## config.mk

```make
export PLATFORM = sky130hd
export DESIGN_NAME = fmul_div_unit
export DESIGN_NICKNAME = d
export VERILOG_FILES = /design/src/rtl/fmul_div_unit.sv
export SDC_FILE = /design/constraint.sdc
export NUM_CORES = 1
export LEC_CHECK = 0
export CORE_ASPECT_RATIO = 2
export CORE_MARGIN = 5
export CORE_UTILIZATION = 40
export DETAILED_ROUTE_END_ITERATION = 16
export DONT_BUFFER_PORTS = 1
export GPL_TIMING_DRIVEN = 0
export PLACE_DENSITY = 0.65
export SYNTH_ARGS = -nofsm -noshare
export SYNTH_HDL_FRONTEND = slang
export SYNTH_SLANG_ARGS = --single-unit
```

## constraint.sdc

```tcl
create_clock -name fpu_clk -period 5.1 [get_ports fpu_clk]
set_clock_uncertainty 0.15 [all_clocks]
set_input_delay 1.02 -clock fpu_clk [delete_from_list [all_inputs] [get_ports fpu_clk]]
set_output_delay 1.02 -clock fpu_clk [all_outputs]
set_load 0.05 [all_outputs]
```

## src/rtl/fmul_div_unit.sv

```systemverilog
// fmul_div_unit: iterative binary32 multiply (shift-add) / divide (restoring) returning unrounded sign/exp/frac/GRS.
// Latency 26 mul / 29 div cycles + 1 per normalise shift, 2 for specials; result held while en high; FMULDIV_CHECK_EN mirrors the product/quotient.
module fmul_div_unit #(
    parameter int OPERAND_WIDTH     = 32,
    parameter int EXPONENT_WIDTH    = 8,
    parameter int FRACTION_WIDTH    = 23,
    parameter int SIGNIFICAND_WIDTH = FRACTION_WIDTH + 1,
    parameter int PRCSN_WIDTH       = SIGNIFICAND_WIDTH + 2,
    parameter logic [EXPONENT_WIDTH-1:0] BIASING_CONSTANT = 8'd127
) (
    input  logic                           fpu_clk,
    input  logic                           fpu_rst,
    input  logic                           fmuldiv_en_i,
    input  logic                           fmuldiv_sel_i,
    input  logic                           fmuldiv_sign1_i,
    input  logic                           fmuldiv_sign2_i,
    input  logic [EXPONENT_WIDTH-1:0]      fmuldiv_exp1_i,
    input  logic [EXPONENT_WIDTH-1:0]      fmuldiv_exp2_i,
    input  logic [SIGNIFICAND_WIDTH-1:0]   fmuldiv_scfnd1_i,
    input  logic [SIGNIFICAND_WIDTH-1:0]   fmuldiv_scfnd2_i,
    output logic                           fmuldiv_sign_o,
    output logic [EXPONENT_WIDTH-1:0]      fmuldiv_exp_o,
    output logic [FRACTION_WIDTH-1:0]      fmuldiv_frac_o,
    output logic [2:0]                     fmuldiv_grs_bit_o,
    output logic                           fmuldiv_ready_o,
    output logic                           fmuldiv_exp_ovf_o,
    output logic [2*SIGNIFICAND_WIDTH-1:0] fmuldiv_check
);

    localparam int SW = SIGNIFICAND_WIDTH;
    localparam int NW = 2 * SIGNIFICAND_WIDTH;
    localparam int QW = PRCSN_WIDTH + 1;
    localparam int XW = EXPONENT_WIDTH + 2;
    localparam int CW = $clog2(QW);
    localparam logic signed [XW-1:0] ONE_X    = {{(XW-1){1'b0}}, 1'b1};
    localparam logic signed [XW-1:0] BIAS_X   = {2'b00, BIASING_CONSTANT};
    localparam logic signed [XW-1:0] EXP_ALL1 = {2'b00, {EXPONENT_WIDTH{1'b1}}};
    localparam logic [FRACTION_WIDTH-1:0] QNAN_FRAC = {1'b1, {(FRACTION_WIDTH-1){1'b0}}};

    generate
        if (OPERAND_WIDTH != 1 + EXPONENT_WIDTH + FRACTION_WIDTH) begin : g_bad_layout
            $error("fmul_div_unit: operand field widths do not add up");
        end
    endgenerate

    typedef enum logic [2:0] {S_IDLE, S_PRENORM, S_CALC, S_POSTNORM, S_DONE} state_t;

    state_t                     state_q;
    logic                       sel_q, sign_q, sticky_q;
    logic signed [XW-1:0]       e1_q, e2_q, exp_q;
    logic [SW-1:0]              m1_q, m2_q;
    logic [NW-1:0]              rem_q, acc_q, norm_q;
    logic [CW-1:0]              cnt_q;
    logic                       res_sign_q, ready_q, ovf_q;
    logic [EXPONENT_WIDTH-1:0]  res_exp_q;
    logic [FRACTION_WIDTH-1:0]  res_frac_q;
    logic [2:0]                 res_grs_q;

    logic                       zero1, zero2, special, needs_pn;
    logic signed [XW-1:0]       e1_in, e2_in;
    logic [SW-1:0]              m1_pn_d, m2_pn_d;
    logic signed [XW-1:0]       e1_pn_d, e2_pn_d;
    logic                       pn_done_d;
    logic [SW+1:0]              div_rem, div_diff;
    logic                       div_ge;
    logic [NW-1:0]              acc_d, rem_d, norm_d;
    logic signed [XW-1:0]       exp_d;
    logic                       sticky_d, calc_last_d;

    assign zero1    = ~|fmuldiv_scfnd1_i;
    assign zero2    = ~|fmuldiv_scfnd2_i;
    assign special  = zero1 | zero2;
    assign needs_pn = ~fmuldiv_scfnd1_i[SW-1] | ~fmuldiv_scfnd2_i[SW-1];
    assign e1_in    = (fmuldiv_exp1_i == '0) ? ONE_X : $signed({2'b00, fmuldiv_exp1_i});
    assign e2_in    = (fmuldiv_exp2_i == '0) ? ONE_X : $signed({2'b00, fmuldiv_exp2_i});

    // One normalising shift per cycle, dividend/multiplicand first; lookahead ends PRENORM on the last shift.
    always_comb begin
        m1_pn_d = m1_q;
        m2_pn_d = m2_q;
        e1_pn_d = e1_q;
        e2_pn_d = e2_q;
        if (!m1_q[SW-1]) begin
            m1_pn_d = m1_q << 1;
            e1_pn_d = e1_q - ONE_X;
        end else if (!m2_q[SW-1]) begin
            m2_pn_d = m2_q << 1;
            e2_pn_d = e2_q - ONE_X;
        end
        pn_done_d = m1_pn_d[SW-1] & m2_pn_d[SW-1];
    end

    assign div_rem  = rem_q[SW+1:0];
    assign div_ge   = div_rem >= {2'b00, m2_q};
    assign div_diff = div_ge ? (div_rem - {2'b00, m2_q}) : div_rem;

    always_comb begin
        acc_d       = '0;
        rem_d       = '0;
        norm_d      = '0;
        exp_d       = '0;
        sticky_d    = 1'b0;
        calc_last_d = 1'b0;
        if (sel_q) begin
            acc_d       = {acc_q[NW-2:0], div_ge};
            rem_d       = {{(NW-SW-1){1'b0}}, div_diff[SW-1:0], 1'b0};
            calc_last_d = (cnt_q == CW'(QW-1));
            sticky_d    = |div_diff;
            if (acc_d[QW-1]) begin
                norm_d = {acc_d[QW-1:0], {(NW-QW){1'b0}}};
                exp_d  = e1_q - e2_q + BIAS_X;
            end else begin
                norm_d = {acc_d[QW-2:0], {(NW-QW+1){1'b0}}};
                exp_d  = e1_q - e2_q + BIAS_X - ONE_X;
            end
        end else begin
            acc_d       = acc_q + (m2_q[cnt_q] ? rem_q : '0);
            rem_d       = rem_q << 1;
            calc_last_d = (cnt_q == CW'(SW-1));
            if (acc_d[NW-1]) begin
                norm_d = acc_d;
                exp_d  = e1_q + e2_q - BIAS_X + ONE_X;
            end else begin
                norm_d = acc_d << 1;
                exp_d  = e1_q + e2_q - BIAS_X;
            end
        end
    end

    always_ff @(posedge fpu_clk) begin
        if (fpu_rst) begin
            state_q    <= S_IDLE;
            sel_q      <= 1'b0;
            sign_q     <= 1'b0;
            sticky_q   <= 1'b0;
            e1_q       <= '0;
            e2_q       <= '0;
            exp_q      <= '0;
            m1_q       <= '0;
            m2_q       <= '0;
            rem_q      <= '0;
            acc_q      <= '0;
            norm_q     <= '0;
            cnt_q      <= '0;
            res_sign_q <= 1'b0;
            res_exp_q  <= '0;
            res_frac_q <= '0;
            res_grs_q  <= '0;
            ready_q    <= 1'b0;
            ovf_q      <= 1'b0;
        end else begin
            case (state_q)
                S_IDLE: begin
                    ready_q <= 1'b0;
                    if (fmuldiv_en_i) begin
                        sel_q    <= fmuldiv_sel_i;
                        sign_q   <= fmuldiv_sign1_i ^ fmuldiv_sign2_i;
                        m1_q     <= fmuldiv_scfnd1_i;
                        m2_q     <= fmuldiv_scfnd2_i;
                        e1_q     <= e1_in;
                        e2_q     <= e2_in;
                        rem_q    <= {{(NW-SW){1'b0}}, fmuldiv_scfnd1_i};
                        acc_q    <= '0;
                        cnt_q    <= '0;
                        sticky_q <= 1'b0;
                        if (special) begin
                            state_q    <= S_DONE;
                            res_sign_q <= fmuldiv_sign1_i ^ fmuldiv_sign2_i;
                            res_grs_q  <= '0;
                            if (fmuldiv_sel_i && zero2) begin
                                res_exp_q  <= '1;
                                res_frac_q <= zero1 ? QNAN_FRAC : '0;
                                ovf_q      <= 1'b1;
                            end else begin
                                res_exp_q  <= '0;
                                res_frac_q <= '0;
                                ovf_q      <= 1'b0;
                            end
                        end else begin
                            state_q <= needs_pn ? S_PRENORM : S_CALC;
                        end
                    end
                end
                S_PRENORM: begin
                    if (!fmuldiv_en_i) begin
                        state_q <= S_IDLE;
                    end else begin
                        m1_q  <= m1_pn_d;
                        m2_q  <= m2_pn_d;
                        e1_q  <= e1_pn_d;
                        e2_q  <= e2_pn_d;
                        rem_q <= {{(NW-SW){1'b0}}, m1_pn_d};
                        if (pn_done_d) state_q <= S_CALC;
                    end
                end
                S_CALC: begin
                    if (!fmuldiv_en_i) begin
                        state_q <= S_IDLE;
                    end else begin
                        acc_q <= acc_d;
                        rem_q <= rem_d;
                        cnt_q <= cnt_q + 1'b1;
                        if (calc_last_d) begin
                            norm_q   <= norm_d;
                            exp_q    <= exp_d;
                            sticky_q <= sticky_d;
                            state_q  <= S_POSTNORM;
                        end
                    end
                end
                S_POSTNORM: begin
                    if (!fmuldiv_en_i) begin
                        state_q <= S_IDLE;
                    end else if (exp_q < ONE_X) begin
                        // Denormalise towards E=1, folding lost bits into sticky.
                        norm_q   <= norm_q >> 1;
                        sticky_q <= sticky_q | norm_q[0];
                        exp_q    <= exp_q + ONE_X;
                    end else begin
                        res_sign_q <= sign_q;
                        ready_q    <= 1'b1;
                        state_q    <= S_DONE;
                        if (exp_q >= EXP_ALL1) begin
                            res_exp_q  <= '1;
                            res_frac_q <= '0;
                            res_grs_q  <= '0;
                            ovf_q      <= 1'b1;
                        end else begin
                            res_exp_q  <= norm_q[NW-1] ? exp_q[EXPONENT_WIDTH-1:0] : '0;
                            res_frac_q <= norm_q[NW-2 -: FRACTION_WIDTH];
                            res_grs_q  <= {norm_q[NW-2-FRACTION_WIDTH], norm_q[NW-3-FRACTION_WIDTH],
                                           (|norm_q[NW-4-FRACTION_WIDTH:0]) | sticky_q};
                            ovf_q      <= 1'b0;
                        end
                    end
                end
                S_DONE: begin
                    if (fmuldiv_en_i) begin
                        ready_q <= 1'b1;
                    end else begin
                        ready_q <= 1'b0;
                        state_q <= S_IDLE;
                    end
                end
                default: state_q <= S_IDLE;
            endcase
        end
    end

    assign fmuldiv_sign_o    = res_sign_q;
    assign fmuldiv_exp_o     = res_exp_q;
    assign fmuldiv_frac_o    = res_frac_q;
    assign fmuldiv_grs_bit_o = res_grs_q;
    assign fmuldiv_ready_o   = ready_q;
    assign fmuldiv_exp_ovf_o = ovf_q;

`ifdef FMULDIV_CHECK_EN
    assign fmuldiv_check = acc_q;
`else
    assign fmuldiv_check = '0;
`endif

endmodule

```

==> results.toml <==
[floorplanning]
initial_utilization_pct = 40.29
die_area_mm2 = 0.05530
die_w_um = 168.8
core_mm2 = 0.05007
ioPinCount = 155
die_h_um = 327.6
rows = 116

[drt]
dr.pass1.iters = 6
drc = 0
vias = 22900
drtIter0Drc = 2080
wl_per_cell_um = 28.52
final_antenna_net_count = 0
wl_mm = 100.7
vias_per_cell = 6.486

[clock_network]
clk_pin_slew_worst_paths_ps = 70
cts-root-buf = "clkbuf_16"
cts_tree = "built"
cts_made_buffers = 29
clock-sinks = 270
h-tree-depth = 1
cts_hold_buf = 0
clock_latency_ps = 620
clockBufferDepth = 3

[power]
power.internal_mw = 6.408
share_comb_of_total_power_pct = 56.3
leakage_nw = 9.168
cellPowerDensity_mw_per_mm2 = 520.4
ir_drop_uv = 374.3
clkPwrFrac_pct = 19.4
swShare_pct = 50.74
switchingPower_mw = 6.602
seqPwrFrac_pct = 24.3

[worst_setup_path]
path_depth = 23
path_buf_inv = 8
rrSetupSlack_ps = -450
rr_worst_depth = 23
critPathMaxFanout = 9
critPathKind = "flop to flop"
reg2reg_to = "norm_q[25]"
path_cells = "buf_12 > mux4_2 > mux4_2 > mux2i_4 > buf_8 > nor2b_1 > ha_1 > clkbuf_8 > buf_4 > nand2_1 > o21ai_0 > a211o_1 > a41o_1 > a311oi_4 > and3b_1 > buf_6 > nor2_4 > buf_12 > buf_8 > buf_12 > mux2i_1 > o21ai_4 > o21ai_1"
endpoint_kind = "flop"
critPathSlowestCell = "mux4_2"
cp_top_family = "compound AO/OA/AOI/OAI gates"
path_common_cell = "buf_12"
cp-startpoint = "cnt_q[2]"
cp_data_arrival_time_ps = 5860
crit_path_end = "norm_q[25]"
critical_path.max_stage_delay_ps = 550
critical_path_required_ps = 5410
critPathLaunchType = "flop"
r2r_start = "cnt_q[2]"

[sta]
min_period_ps = 5551
setup_viol = 63
hold_violations = 0
worst_pin_slew_ps = 1611
slew_headroom_pct = -7.795
slew_viol_final = 11
whs_ps = 323.4
setup_slack_ps = -450.8
tns_ps = -18480
rsz0062_at_grt = "true"
fmax_ghz = 0.1802
period_share_pct = 108.8

[flow_run]
maxCapViolations = 1

[placed_design]
place_congestion = 1.129
portBuffers = 0
hpwl_mm = 76.25
dpl_cell_area_mm2 = 0.02117

[hold_path]
worstHoldPathType = "flop to flop"
min-delay-start = "m1_q[4]"

[grt]
grt_pass1_vias = 22400
grt_first_pass_wirelength_mm = 143.6
globalRouteOverflowTotal = 0
track_usage_pct = 34.71
grt_max_degree = 15
antenna_found_initial = 5

[cells_and_area]
syn_to_final_growth_pct = 23.93
fin_area_mm2 = 0.02500
fillers = 4847
nets = 3043
drive_above_1_share_pct = 16.39

[synth]
ys_seq_elements = 270
netlist_area_mm2 = 0.02017
syn_avg_cell_area_um2 = 7.444
async_flop_share_pct = 0
yosysWarnings = 0
dominantRegCellSynth = "dfxtp_1"
netlist_instances = 2710
synthTopCellsByArea = "dfxtp_1, ha_1, nor2_1, nand2_1, a21oi_1"
synth_top_area_share_pct = 26.79
yosysUniqueCellTypes = 83
synth_edf_count = 0
synth_top_area_cell = "dfxtp_1"
yosysSeqAreaShare_pct = 26.79

[run_status]
violations = "capacitance limit, slew limit, setup timing"
outcome = "finished with violations"
==> repair_timing <==
action                     in CTS  in global routing
setup buffers                  47                 38
gates resized for setup       245                192
pin swaps                      80                 93
cloned                          2                  2
setup endpoints to repair      98                 92
==> synthesized netlist by cell type (7+ instances only) <==
library cell and number:
a32oi_1 12, inv_1 85, nor3_1 95, ha_1 112, a21oi_1 192, o22ai_1 17, nor4_1 36, a31oi_1 24
and3_1 21, or2_2 11, xor2_1 26, o2111ai_1 8, dfxtp_1 270, xnor2_1 67, o21ai_1 9, a311oi_1 33
buf_4 52, o211ai_1 18, o31ai_1 9, nand3_1 85, mux4_2 7, nand2_1 267, mux2i_1 86, o21a_1 19
o21ai_0 186, nor2b_1 58, a22oi_1 63, mux2_2 12, o31a_1 8, a21o_1 37, nand2b_1 18, a211oi_1 46
nor2_1 328, or3_1 12, buf_1 8, o21bai_1 12, clkbuf_1 171, o311ai_0 9, nand4_1 24, and2_1 7
a221o_1 15, nor3b_1 7, a221oi_1 38, nand3b_1 7, a41oi_1 7
==> worst register-to-register path: cells and delay by family (launching register included) <==
| kind | cells | cell delay (ps) |
|---|---|---|
| buf+inv | 8 | 1190 |
| flops | 1 | 340 |
| simple gates | 4 | 440 |
| fa+ha+maj | 1 | 290 |
| mux | 4 | 1460 |
| compound gates | 6 | 1520 |
==> layout make-up <==
type / instances / area, µm² / share of cell area [%]
antenna: 2 / 5.005 / 0.02002
inverter: 87 / 329.1 / 1.316
timing repair buffer: 85 / 847.1 / 3.388
clock buffer: 38 / 789.5 / 3.158
buffer: 220 / 1221 / 4.884
tap: 649 / 812.0 / 3.248
sequential: 270 / 5408 / 21.63
clock inverter: 16 / 299.0 / 1.196
multi-input combinational: 2164 / 15290 / 61.16
==> through the flow <==
stage          worst slack [ps]  utilization [%]  power, mW  std cells
2_1_floorplan             85.81                -      7.546       2757
3_3_place_gp              -2320            42.27      9.772       3406
3_5_place_dp              -2307            42.28      9.873       3407
4_1_cts                  -339.4            47.50      12.56       3495
5_1_grt                  -564.6            49.93      13.55       3530
6_report                 -450.8            49.93      13.01       3531
==> flip-flops by register name, indices dropped and copies added (netlist names), 5 cells and up <==
signal and count:
acc_q 48, cnt_q 5, e1_q 10, e2_q 10, exp_q 10, fmuldiv_exp_o 8
fmuldiv_frac_o 23, m1_q 24, m2_q 24, norm_q 48, rem_q 48
==> placed cells by master, fill, tap and decap left out, types with 15 or more instances in the layout <==
master     count
nor2_1       314
dfxtp_1      268
nand2_1      259
a21oi_1      170
o21ai_0      151
clkbuf_1     150
buf_4        105
nor3_1        91
ha_1          86
inv_1         83
nand3_1       79
mux2i_1       68
a22oi_1       62
nor2b_1       54
xnor2_1       52
conb_1        48
a21o_1        36
a211oi_1      34
nor4_1        33
clkbuf_16     32
a311oi_1      32
nand4_1       24
a31oi_1       21
xor2_1        21
a221oi_2      21
and3_1        19
a21oi_2       19
o211ai_1      18
o21ai_1       18
o21a_1        18
a221oi_1      18
buf_6         18
nand2b_1      17
o22ai_1       16
mux2i_4       15
a221o_1       15
ha_4          15
==> worst min path at each step <==
| stage | end | cells past startpoint |
|---|---|---|
| 2_1_floorplan | acc_q[47] | 2 |
| 3_3_place_gp | acc_q[47] | 2 |
| 3_5_place_dp | m1_q[4] | 2 |
| 4_1_cts | m1_q[4] | 2 |
| 5_1_grt | acc_q[47] | 2 |
| 6_report | m1_q[4] | 2 |
==> routing by layer <==
metal  GRT usage (%)  part of all wire [%]  routed length [µm]  vias to the layer above
met5               0                 0.040                  40                        -
met4           35.00                    13               13150                        6
met2           60.81                    49               48930                     1427
li1                -                     -                   -                    10100
met1           32.07                    31               31050                    10740
met3           7.297                   7.5                7521                      626
==> power by group through the flow <==
stage               clock network, mW  registers, mW  logic [mW]
detailed placement                  0           3.14        6.73
finish                           2.53           3.16        7.32
floorplan                           0           2.86        4.69
global route                     2.60           3.16        7.79
CTS                              2.52           3.09        6.94
global placement                    0           3.13        6.64
==> cells by family after synthesis <==
kind of cell | count (synthesis) | share of synthesized area, %
adder cells (fa/ha/maj) | 116 | 7.344
XOR/XNOR | 93 | 4.038
AO/OA/AOI/OAI | 800 | 25.99
other | 1 | 0.01859
buffers and inverters | 323 | 7.102
flip-flops | 270 | 26.79
multiplexers | 107 | 5.849
AND/OR/NAND/NOR | 1000 | 22.87
(Power assumes the default switching activity.)
